### src/rtl/pipe_stage_reg.sv
// ---------------------------------------------------------------------------
// pipe_stage_reg
//
// Generic pipeline stage register. It replaces the fixed IF/ID, ID/EX,
// EX/MEM and MEM/WB registers of the pipelined core with one block. The block
// carries a control bundle and a data bundle across a valid/ready handshake.
// A second (skid) entry absorbs one cycle of backpressure, so in_ready is
// decoded from state registers only and never depends on out_ready in the
// same cycle. A synchronous flush squashes every held entry and turns the
// stage into a bubble, which is how branch and jump squash is done.
//
// Parameters:
//   DATA_W    width of the data bundle
//   CTRL_W    width of the control bundle
//   CTRL_RST  control value shown while no valid entry is held; it must
//             encode "no architectural side effect"
//
// Ports:
//   clk         rising-edge clock
//   rst         asynchronous, active-high reset
//   flush       synchronous squash of all held entries
//   in_valid    upstream entry valid
//   in_ready    stage can accept an entry this cycle
//   in_ctrl     upstream control bundle
//   in_data     upstream data bundle
//   out_valid   output entry valid
//   out_ready   downstream accepts this cycle
//   out_ctrl    control bundle, CTRL_RST while out_valid is low
//   out_data    data bundle, keeps its last value while out_valid is low
//   stall_cnt   saturating count of cycles with out_valid & !out_ready
//   bubble_cnt  saturating count of cycles with !out_valid
//
// Optional feature macro: PIPE_STAGE_PERF_EN
//   Defined: stall_cnt and bubble_cnt exist. Only rst clears them.
//   Undefined: both counters and both ports are absent.
// ---------------------------------------------------------------------------
module pipe_stage_reg #(
  parameter int                 DATA_W   = 32,
  parameter int                 CTRL_W   = 8,
  parameter logic [CTRL_W-1:0]  CTRL_RST = {CTRL_W{1'b0}}
) (
  input  logic              clk,
  input  logic              rst,
  input  logic              flush,
  input  logic              in_valid,
  output logic              in_ready,
  input  logic [CTRL_W-1:0] in_ctrl,
  input  logic [DATA_W-1:0] in_data,
  output logic              out_valid,
  input  logic              out_ready,
  output logic [CTRL_W-1:0] out_ctrl,
  output logic [DATA_W-1:0] out_data
`ifdef PIPE_STAGE_PERF_EN
  ,
  output logic [31:0]       stall_cnt,
  output logic [31:0]       bubble_cnt
`endif
);

  // EMPTY: nothing held. FULL: the main entry is presented downstream.
  // SKID: main is presented and a second entry waits behind it.
  typedef enum logic [1:0] {
    EMPTY = 2'd0,
    FULL  = 2'd1,
    SKID  = 2'd2
  } stateT;

  stateT             state;
  logic [CTRL_W-1:0] mainCtrl;
  logic [DATA_W-1:0] mainData;
  logic [CTRL_W-1:0] skidCtrl;
  logic [DATA_W-1:0] skidData;
  logic              inFire;
  logic              outFire;

  // Both handshake flags are decoded from the state register only. This
  // keeps the upstream ready path free of any combinational dependence on
  // out_ready. The output bundle comes straight from the main entry
  // registers, and the main control field is reloaded with CTRL_RST whenever
  // the stage empties.
  assign in_ready  = (state != SKID);
  assign out_valid = (state != EMPTY);
  assign out_ctrl  = mainCtrl;
  assign out_data  = mainData;
  assign inFire    = in_valid & in_ready;
  assign outFire   = out_valid & out_ready;

  // Main state machine and entry storage. Flush wins over every transfer:
  // an entry offered in the flush cycle is dropped, and any entry that
  // downstream takes in that cycle is simply gone. mainData is left as it
  // is on flush, so out_data keeps showing the last value. The skid entry
  // is cleared whenever it is dropped or moved forward, so a stale entry
  // can never come back later.
  always_ff @(posedge clk or posedge rst) begin
    if (rst) begin
      state    <= EMPTY;
      mainCtrl <= CTRL_RST;
      mainData <= '0;
      skidCtrl <= CTRL_RST;
      skidData <= '0;
    end else if (flush) begin
      state    <= EMPTY;
      mainCtrl <= CTRL_RST;
      skidCtrl <= CTRL_RST;
      skidData <= '0;
    end else begin
      case (state)
        EMPTY: begin
          if (inFire) begin
            mainCtrl <= in_ctrl;
            mainData <= in_data;
            state    <= FULL;
          end
        end
        FULL: begin
          if (outFire && inFire) begin
            mainCtrl <= in_ctrl;
            mainData <= in_data;
          end else if (outFire) begin
            mainCtrl <= CTRL_RST;
            state    <= EMPTY;
          end else if (inFire) begin
            skidCtrl <= in_ctrl;
            skidData <= in_data;
            state    <= SKID;
          end
        end
        SKID: begin
          if (outFire) begin
            mainCtrl <= skidCtrl;
            mainData <= skidData;
            skidCtrl <= CTRL_RST;
            skidData <= '0;
            state    <= FULL;
          end
        end
        default: begin
          mainCtrl <= CTRL_RST;
          state    <= EMPTY;
        end
      endcase
    end
  end

`ifdef PIPE_STAGE_PERF_EN
  // Performance counters. A stall is a cycle where a valid output waits on
  // downstream. A bubble is any cycle with no valid output. Both counters
  // stop at all-ones instead of wrapping. Only rst clears them. Flush does
  // not, so a squash does not hide the stalls that came before it.
  always_ff @(posedge clk or posedge rst) begin
    if (rst) begin
      stall_cnt  <= '0;
      bubble_cnt <= '0;
    end else begin
      if (out_valid && !out_ready && (stall_cnt != 32'hFFFF_FFFF)) begin
        stall_cnt <= stall_cnt + 32'd1;
      end
      if (!out_valid && (bubble_cnt != 32'hFFFF_FFFF)) begin
        bubble_cnt <= bubble_cnt + 32'd1;
      end
    end
  end
`endif

endmodule
### config.mk
export PLATFORM = sky130hd
export DESIGN_NAME = pipe_stage_reg
export DESIGN_NICKNAME = d
export VERILOG_FILES = /design/src/rtl/pipe_stage_reg.sv
export SDC_FILE = /design/constraint.sdc
export NUM_CORES = 1
export LEC_CHECK = 0
export BUFFER_PORTS_ARGS = -buffer_cell sky130_fd_sc_hd__buf_2
export CAP_MARGIN = 20
export CORE_MARGIN = 8
export CORE_UTILIZATION = 25
export CTS_CLUSTER_SIZE = 12
export DETAILED_ROUTE_END_ITERATION = 8
export GPL_TIMING_DRIVEN = 0
export SLEW_MARGIN = 20
export SYNTH_ARGS = -nofsm -noshare
export SYNTH_HDL_FRONTEND = slang
export SYNTH_SLANG_ARGS = --single-unit
### constraint.sdc
create_clock -name clk -period 3.5 [get_ports clk]
set_input_delay 0.7 -clock clk [delete_from_list [all_inputs] [get_ports clk]]
set_output_delay 0.7 -clock clk [all_outputs]
set_load 0.1 [all_outputs]
==> results.cfg <==
[power_and_ir_drop]
sequentialPowerShare_pct = 35.6
switchingPower_w = 0.00129
worst_ir_drop_vdd_mv = 0.409
p_per_area_mw_per_mm2 = 678
power_report.internal_total_w = 0.00191
power.static_leakage_nw = 2.30
clkPwrFrac_pct = 32.0
comb_power_share_pct = 32.4
switching_share_of_power_pct = 40.2

[hold_path]
hold_class = in -> async

[routing]
detail-route-antenna-nets = 0
detailedRoute.firstIterationViolations = 183
route.layer.met1.wl_mm = 4.69
wirelength_mm = 10.5
highest_layer = met5
drt_first_pass_iters = 5
num_vias = 3080
drt-wirelength-per-cell_um = 15.4
drc = 0
vias_per_cell = 4.52
wire_length_on_met2_mm = 4.92
length_of_routed_met3_wiring_um = 702

[synth]
ys.warnings.count = 0
synth.lib_cells_used.distinct = 29
syn_inst = 394
post_synth_instance_area_mm2 = 0.00371
synth-seq-cells = 82
ys_seq_area_share_pct = 55.3
synthesis.area_per_instance_um2 = 9.42
mappedNetlistNets = 439
yosysTopAreaCell = sky130_fd_sc_hd__dfrtp_1
synth_top_cells_by_area = sky130_fd_sc_hd__dfrtp_1 (55%), sky130_fd_sc_hd__nand2_1 (18%), sky130_fd_sc_hd__mux2_2 (9.1%)
synthDominantCellAreaShare_pct = 55.3

[floorplanning]
placementRows = 44
boundaryPins = 87
floorplan.die.width_um = 138
die_h_um = 138
die_area_mm2 = 0.0190
initial_cell_density_of_the_core_pct = 25.5
core-area_mm2 = 0.0145

[clock_tree]
clkSinkCount = 82
cts_buffer_depth = 2
clock_tree_from_tritoncts = yes
ctsRootBufferMaster = sky130_fd_sc_hd__clkbuf_16
ctsResizeCount = 0
ctsHtreeMaxLevel = 3
numCtsBuffers = 9
clkTransAtPathRegs_ns = 0.06
hold_buffers_post_cts = 0
post-cts-setup-buffers = 0
insertion_delay_ns = 0.34

[worst_setup_path]
critical-path-top-cell-by-count = sky130_fd_sc_hd__buf_2
r2r.worst_path.cells = 6
path_buf_inv = 4
timing.critical_path.max_delay_family = buffers and inverters
crit-reg2reg-launch = state[0]
timing.setup.critical_path_class = reg -> out
cpPeakStageDelay_ns = 0.47
cp_data_required_time_ns = 2.80
cp_data_arrival_time_ns = 2.03
r2r-end = out_data[14]
timing.reg2reg.setup_slack_ns = 1.63
timing.critical_path.slowest_stage_cell = sky130_fd_sc_hd__buf_2
crit_path_cell_trace = nor2b_1 > buf_4 > inv_1 > buf_2 > buf_2
critical_path.max_fanout = 10
crit_path_end_kind = primary output
setup.worst_path.start_class = flip-flop

[global_routing]
grt_use_total_pct = 11.5
first_pass_grt_wire_length_mm = 16.7
grt-ovfl-total = 0
grt_max_degree = 55
antenna_found_initial = 1
via_count_of_the_first_global_routing_pass = 3150

[placement]
dp_hpwl_mm = 7.69
globalplace.congestion = 0.756
place.detailed.instances = 665
placement.cell_area_mm2 = 0.00440
numPortBuffers = 86

[final_layout]
area_growth_pct = 27.2
nets = 537
fin_cells = 681
finish.instance_area_mm2 = 0.00472
count_of_filler_cells_inserted_in_the_layout = 1527
diodes = 0
drive_above_1_share_pct = 30.0
final_core_utilization_pct = 32.5

[timing]
timing.final.crit_period_ns = 2.73
drv_slew = 0
worst_slew_pin_slew_ns = 0.612
clock-skew-final_ns = 0.00396
final.period_utilization_pct = 77.9
rsz_0062_raised_after_global_routing = false
slew_headroom_pct = 59.2
finalSetupViolations = 0
fmax_ghz = 0.367
timing_hold_violations_final = 0

[job]
cap_viol_max_count = 0

[status]
status = finished clean
==> through the flow <==
step	setup TNS (ns)	hold WS (ns)	setup slack (ns)	total power (W)
2_1_floorplan	0	0.450	0.692	0.00199
3_3_place_gp	-28.28	0.462	-0.354	0.00219
3_5_place_dp	0	0.470	1.12	0.00221
4_1_cts	0	0.356	0.738	0.00324
5_1_grt	0	0.381	0.659	0.00334
6_report	0	0.354	0.775	0.00320
==> cells by family after synthesis <==
kind of cell	synth area share [%]
xor gates and xnor gates	0.236
muxes	9.71
AOI/OAI and AO/OA	11.4
DFF	55.3
and+or+nand+nor	19.6
buffers and inverters	3.74
==> final cells by class <==
cell class,count,area [um^2],area share (%)
flip-flops and latches,82,2050,43.4
multi-input cells,285,1520,32.2
repair buffers,87,458,9.70
clock buffers,11,243,5.14
well taps,184,230,4.87
plain buffers,24,128,2.70
clock inverters,5,77.6,1.64
inverters,3,13.8,0.291
==> power groups by stage <==
stage	clock, W	combinational, W	sequential, W
floorplan	0	0.000223	0.00177
global placement	0	0.00103	0.00115
detailed placement	0	0.00105	0.00116
CTS	0.00105	0.00105	0.00114
global route	0.00110	0.00109	0.00116
finish	0.00102	0.00104	0.00114
==> synthesized netlist by cell type <==
cell type	number
sky130_fd_sc_hd__a21oi_4	1
sky130_fd_sc_hd__buf_4	1
sky130_fd_sc_hd__buf_1	2
sky130_fd_sc_hd__clkbuf_2	4
sky130_fd_sc_hd__and3b_1	1
sky130_fd_sc_hd__a221oi_4	1
sky130_fd_sc_hd__buf_2	5
sky130_fd_sc_hd__mux2_2	30
sky130_fd_sc_hd__dfrtp_1	82
sky130_fd_sc_hd__and2b_1	1
sky130_fd_sc_hd__inv_1	2
sky130_fd_sc_hd__mux2_1	2
sky130_fd_sc_hd__o211ai_1	1
sky130_fd_sc_hd__nor3_1	1
sky130_fd_sc_hd__a22o_1	8
sky130_fd_sc_hd__xnor2_1	1
sky130_fd_sc_hd__a21boi_0	1
sky130_fd_sc_hd__clkinv_1	1
sky130_fd_sc_hd__a32o_1	8
sky130_fd_sc_hd__o21ai_1	6
sky130_fd_sc_hd__nor2b_1	2
sky130_fd_sc_hd__buf_6	3
sky130_fd_sc_hd__a21oi_1	2
sky130_fd_sc_hd__nand2b_1	1
sky130_fd_sc_hd__nor2_1	2
sky130_fd_sc_hd__clkbuf_1	9
sky130_fd_sc_hd__nand2_1	180
sky130_fd_sc_hd__o21ai_0	35
sky130_fd_sc_hd__or2_2	1
==> state kept, by name, indices dropped and copies added (netlist names) <==
register,flops
out_data,32
state,2
skidData,32
out_ctrl,8
skidCtrl,8
==> worst max-delay path by stage <==
stage	to	depth (start not counted)	slack [ns]	start
after floorplan	out_ctrl[0]	1	0.69	rst
after global placement	out_data[30]	2	-0.35	rst
after detailed placement	in_ready	5	1.12	state[1]
after CTS	in_ready	5	0.74	state[1]
after global routing	in_ready	5	0.66	state[1]
final	in_ready	5	0.77	state[1]
==> placed cells by master, fill, tap and decap left out, types with 3 or more instances in the layout <==
cell type,n
sky130_fd_sc_hd__mux2_2,30
sky130_fd_sc_hd__a32o_1,8
sky130_fd_sc_hd__clkbuf_2,4
sky130_fd_sc_hd__clkbuf_1,10
sky130_fd_sc_hd__buf_2,91
sky130_fd_sc_hd__o21ai_1,6
sky130_fd_sc_hd__a22o_1,8
sky130_fd_sc_hd__nand2_1,180
sky130_fd_sc_hd__dfrtp_1,82
sky130_fd_sc_hd__o21ai_0,35
sky130_fd_sc_hd__buf_6,3
sky130_fd_sc_hd__clkbuf_16,9
==> worst register-to-register path: stages (launching register included) <==
cell and delay (ns):
sky130_fd_sc_hd__dfrtp_1 0.45, sky130_fd_sc_hd__nor2b_1 0.13, sky130_fd_sc_hd__buf_4 0.18, sky130_fd_sc_hd__nand2_1 0.13
sky130_fd_sc_hd__a21oi_4 0.29, sky130_fd_sc_hd__buf_6 0.22, sky130_fd_sc_hd__mux2_2 0.36
==> per-layer routing <==
metal | up-vias | track usage (%)
li1 | 1488 | -
met1 | 1488 | 14.0
met2 | 86 | 18.6
met3 | 16 | 3.88
met4 | 2 | 4.30
met5 | - | 0
(Power assumes the default switching activity.)
